**src/rtl/mkt_pkg.sv**
```systemverilog
// Shared market-data types: message codes, order side and the decoded trade record.
package mkt_pkg;

  localparam logic [7:0] MSG_TRADE = 8'h54;

  typedef enum logic {
    SIDE_SELL = 1'b0,
    SIDE_BUY  = 1'b1
  } side_t;

  typedef struct packed {
    logic [63:0] order_id;
    logic [31:0] price;
    logic [31:0] volume;
  } trade_t;

  function automatic logic [31:0] clip_qty(input logic [31:0] v, input logic [31:0] max_q);
    return (v > max_q) ? max_q : v;
  endfunction

endpackage

```
**src/rtl/price_window.sv**
```systemverilog
// Sliding window of the last 2^LOG2_WIN prices with a running sum; one push per cycle,
// sum/full reflect all pushes up to the previous edge; never stalls.
module price_window #(
  parameter int LOG2_WIN = 3
) (
  input  logic                  clk,
  input  logic                  rst,
  input  logic                  push,
  input  logic [31:0]           price,
  output logic [32+LOG2_WIN-1:0] sum,
  output logic                  full
);

  localparam int DEPTH = 1 << LOG2_WIN;
  localparam int SUM_W = 32 + LOG2_WIN;
  localparam logic [LOG2_WIN:0] CNT_MAX = (LOG2_WIN + 1)'(DEPTH);

  logic [31:0]         ring [DEPTH];
  logic [LOG2_WIN-1:0] wr_ptr;
  logic [LOG2_WIN:0]   count;
  logic [SUM_W-1:0]    oldest;

  assign full = (count == CNT_MAX);

  // Until the window is full the slot being overwritten holds stale data, so it must not be subtracted.
  assign oldest = full ? {{LOG2_WIN{1'b0}}, ring[wr_ptr]} : '0;

  always_ff @(posedge clk or posedge rst) begin
    if (rst) begin
      wr_ptr <= '0;
      count  <= '0;
      sum    <= '0;
    end else if (push) begin
      sum    <= sum + {{LOG2_WIN{1'b0}}, price} - oldest;
      wr_ptr <= wr_ptr + 1'b1;
      if (count != CNT_MAX)
        count <= count + 1'b1;
    end
  end

  always_ff @(posedge clk) begin
    if (push)
      ring[wr_ptr] <= price;
  end

endmodule

```
**src/rtl/trade_signal.sv**
```systemverilog
// Mean-reversion signal generator: trade capture, window compare, valid/ready output register.
// Latency 2 cycles from field_valid to sig_valid; input never stalls, signals are dropped when the output is full.
module trade_signal
  import mkt_pkg::*;
#(
  parameter int          LOG2_WIN = 3,
  parameter logic [31:0] THRESH   = 32'd100,
  parameter logic [31:0] MAX_QTY  = 32'd1000
) (
  input  logic        clk,
  input  logic        rst,
  input  logic        field_valid,
  input  logic [7:0]  msg_type,
  input  logic [63:0] order_id,
  input  logic [31:0] price,
  input  logic [31:0] volume,
  output logic        sig_valid,
  input  logic        sig_ready,
  output logic        sig_side,
  output logic [63:0] sig_order_id,
  output logic [31:0] sig_price,
  output logic [31:0] sig_volume,
  output logic [31:0] avg_price,
  output logic        warm,
  output logic [15:0] drop_count
);

  localparam int SUM_W = 32 + LOG2_WIN;

  trade_t           a_trade;
  logic             a_vld;
  logic             capture;
  logic [SUM_W-1:0] win_sum;
  logic             win_full;
  logic [32:0]      px33;
  logic [32:0]      avg33;
  logic [32:0]      th33;
  logic             buy;
  logic             sell;
  logic             fire;
  logic             load;
  logic             drop;

  assign capture = field_valid && (msg_type == MSG_TRADE);

  always_ff @(posedge clk or posedge rst) begin
    if (rst) begin
      a_vld   <= 1'b0;
      a_trade <= '0;
    end else begin
      a_vld <= capture;
      if (capture)
        a_trade <= '{order_id: order_id, price: price, volume: volume};
    end
  end

  price_window #(.LOG2_WIN(LOG2_WIN)) u_window (
    .clk   (clk),
    .rst   (rst),
    .push  (a_vld),
    .price (a_trade.price),
    .sum   (win_sum),
    .full  (win_full)
  );

  assign avg_price = win_sum[SUM_W-1:LOG2_WIN];
  assign warm      = win_full;

  // Window state here is pre-update, so the trade is judged against the average that excludes it.
  assign px33  = {1'b0, a_trade.price};
  assign avg33 = {1'b0, avg_price};
  assign th33  = {1'b0, THRESH};
  assign buy   = win_full && ((px33 + th33) < avg33);
  assign sell  = win_full && (px33 > (avg33 + th33));

  assign fire = a_vld && (buy || sell);
  assign load = fire && (!sig_valid || sig_ready);
  assign drop = fire && !load;

  always_ff @(posedge clk or posedge rst) begin
    if (rst) begin
      sig_valid    <= 1'b0;
      sig_side     <= 1'b0;
      sig_order_id <= '0;
      sig_price    <= '0;
      sig_volume   <= '0;
    end else if (load) begin
      sig_valid    <= 1'b1;
      sig_side     <= buy ? SIDE_BUY : SIDE_SELL;
      sig_order_id <= a_trade.order_id;
      sig_price    <= a_trade.price;
      sig_volume   <= clip_qty(a_trade.volume, MAX_QTY);
    end else if (sig_ready) begin
      sig_valid <= 1'b0;
    end
  end

  always_ff @(posedge clk or posedge rst) begin
    if (rst)
      drop_count <= '0;
    else if (drop && (drop_count != 16'hFFFF))
      drop_count <= drop_count + 16'd1;
  end

endmodule

```
**config.mk**
```make
export PLATFORM = sky130hd
export DESIGN_NAME = trade_signal
export DESIGN_NICKNAME = d
export VERILOG_FILES = /design/src/rtl/mkt_pkg.sv /design/src/rtl/price_window.sv /design/src/rtl/trade_signal.sv
export SDC_FILE = /design/constraint.sdc
export NUM_CORES = 1
export LEC_CHECK = 0
export ABC_AREA = 0
export BUFFER_PORTS_ARGS = -buffer_cell sky130_fd_sc_hd__clkbuf_2
export CAP_MARGIN = 20
export CORE_ASPECT_RATIO = 0.5
export CORE_MARGIN = 4
export CORE_UTILIZATION = 50
export DETAILED_ROUTE_END_ITERATION = 16
export PLACE_DENSITY = 0.82
export SLEW_MARGIN = 5
export SYNTH_ARGS = -nofsm -noshare
export SYNTH_HDL_FRONTEND = slang
export SYNTH_HIERARCHICAL = 1
export SYNTH_SLANG_ARGS = --single-unit
export TNS_END_PERCENT = 20
```
**constraint.sdc**
```tcl
create_clock -name clk -period 8.5 [get_ports clk]
set_input_delay 0.425 -clock clk [delete_from_list [all_inputs] [get_ports clk]]
set_output_delay 0.425 -clock clk [all_outputs]
set_load 0.005 [all_outputs]
```
==> metrics.txt <==
largest net degree at the start of global routing=121; post-CTS setup buffers=0; critical path required time=8.98 ns; worst vdd ir=166 uV; Hold Fails Final Rpt=0; Residual DRC=0; GPL Wtd Cong=0.918; PD cells=195 nW/um^2; post-layout net count=2,851; Max Slew Vio Count=0; Clock Path Buffers=3; Synth Area per Inst=12.2 um^2; Top delay family on crit path=simple AND/OR/NAND/NOR gates; DR vias/cell=5.79; GRT overflow=0; final setup vio count=0; worst-margin pin slew=1.05 ns; unrepaired setup endpoints after global routing=no; Num CTS Buffers=49; leak pwr=14.1 nW; Max Fclk=0.176 GHz; top layer in use=met5; Post-Syn Nets=2,504; endpoint class of the critical path=flip-flop; DRT iter0 DRCs=1,881; total track usage=25.3%; number of gates resized after cts=0; critical path fanouts, max=55; FP Rows=60; Slew HR=30.0%; post-route worst setup slack=2.81 ns; layout cells sized above 1=23.7%; Yosys reg bits=573; Worst Setup Path Type=reg2reg; DIE HEIGHT=173 um; most used flip-flop cell after synthesis=dfrtp_1; Sink Count=573; Final Skew=0.0153 ns; Metal-1 WL=27,600 um; CP max-delay cell=buf_4; Post-Syn Area=27,100 um^2; initial antenna violation count=8; total wire length after detailed routing=73,800 um; CTS tree=done; most frequent CP cell=nand3_1; chip width=337 um; CTS clk-pin slew, worst paths=0.07 ns; first-pass GRT wire length=115,000 um; die area=58,300 um^2; Area after DPL=29,500 um^2; sequential share of the synthesized area=57.6%; max incr delay on CP=0.70 ns; most frequent cells in the layout=nand2_1, clkbuf_2, dfrtp_1; count of cell types in the netlist=74; total negative slack=0 ns; Ys Warns=6; fin crit share=66.9%; routed length per placed instance=22.1 um; clk_lat worst skew=0.60 ns; num ports=319; Worst Path Buf+Inv=1; detailed placer's ending HPWL=48,200 um; met3 wire len=6450 um; fill cell count=3,949; initial core utilization=50.6%; maxcap violations=0; WP data arrival=6.16 ns; H-tree depth=2; pre-CTS WS=3.03 ns; crit-path cells=nand3_1 > and3_1 > or2_2 > nor3_1 > and3_1 > nand3_1 > xnor2_1 > ha_1 > nand3_1 > and4bb_2 > o221ai_1 > o311ai_0 > o221ai_1 > a21oi_4 > buf_4 > mux2_2; Post-Syn Instances=2,229; most common library cell in the layout ignoring fill and taps=nand2_1; drt first pass iters=5; post-route cell area=31,500 um^2; Vias=19,300; post-route ant nets=0; vias in the first global route=19,800; root buf cell=clkbuf_16; status=finished clean; Post-synth EDFFs=256; HP Class=in2async; area delta synth->final=16.1%; startpoint types=flip-flop; Min Clock Period, post-route=5.69 ns; core box area=53,700 um^2; port buffer count=318; Met2 Routed Length=36,100 um; ys async rst share=55.3%
-- timing repair --
item                                    CTS  global route
hold endpoints to repair                 31             0
endpoints found under the setup margin    0             0
hold buffers                             31             0
-- per-layer routing --
metal	GRT usage [%]	vias up
li1	-	8430
met1	32.6	9576
met2	42.0	1050
met3	5.21	249
met4	11.0	6
met5	0	-
-- final timing paths --
path / startpoint / end / slack, ns / cells past startpoint
worst max-delay path: u_window/sum[7] / sig_order_id[56] / 2.81 / 16
worst min-delay path: rst / sig_price[0] / 0.02 / 2
worst max register to register: u_window/sum[7] / sig_order_id[56] / 2.81 / 16
worst min register to register: a_trade[107] / a_trade[107] / 0.47 / 2
max in group asynchronous: rst / a_trade[21] / 7.10 / 4
min in group clk: order_id[30] / a_trade[94] / 0.03 / 3
-- where the power goes --
group	total, mW	leakage, nW	internal [mW]	switching (mW)
logic	0.861	6.71	0.365	0.496
registers	3.02	6.64	2.94	0.0859
clock network	2.28	0.782	1.19	1.09
total	6.16	14.1	4.49	1.67
-- sequential cells by signal, summed over array words and instances (netlist names) --
name and flops:
a_trade 128, a_vld 1, drop_count 16, sig_order_id 64, sig_price 32, sig_side 1
sig_valid 1, sig_volume 32, u_window/count 4, u_window/ring 256, u_window/sum 35, u_window/wr_ptr 3
-- synthesized netlist by cell type, drive strengths merged (12+ instances only) --
cell	number	share of area [%]
a21o	25	0.69
a21oi	72	1.3
and3	13	0.30
buf	25	0.51
clkbuf	56	0.78
dfrtp	317	29
edfxtp	256	28
fa	32	2.4
ha	103	4.7
inv	174	2.4
mux2	103	4.7
mux2i	37	1.4
mux4	64	5.3
nand2	466	6.4
nand3	41	0.77
nand4	33	0.76
nor2	92	1.3
nor2b	27	0.62
nor3	26	0.48
nor4	12	0.30
o21ai	54	1.0
xnor2	70	2.3
xor2	28	0.90
-- area by class of cell --
cell class	count	area, um^2	area share (%)
Antenna cell	5	12.5	0.0397
Clock inverter	27	264	0.838
Clock buffer	65	1330	4.22
Tap cell	713	892	2.83
Timing Repair Buffer	377	2160	6.87
Multi-Input combinational cell	1401	10600	33.5
Inverter	174	663	2.10
Sequential cell	573	15600	49.6
-- kinds of logic (layout without fill, tap and decap cells) --
family | count (synthesis) | after routing | share of synthesized area (%)
compound gates | 216 | 216 | 5.09
xor+xnor | 98 | 98 | 3.16
flops | 573 | 573 | 57.6
other cells | 0 | 5 | 0
fa+ha+maj | 135 | 135 | 7.11
mux | 204 | 204 | 11.4
simple gates | 748 | 748 | 12.0
buf+inv | 255 | 643 | 3.70
-- stage by stage --
| stage | power, mW | utilization (%) | hold WS (ns) | std cells |
|---|---|---|---|---|
| finish | 6.16 | 58.7 | 0.0219 | 3335 |
| global route | 6.40 | 58.7 | 0.00949 | 3335 |
| CTS | 6.16 | 58.6 | 0.0000533 | 3328 |
| detailed placement | 3.89 | 55.0 | 0.454 | 3205 |
| global placement | 3.87 | 55.0 | 0.451 | 3204 |
| floorplan | 3.65 | - | 0.437 | 2229 |
Note: power is estimated with default switching activity, not from simulation.
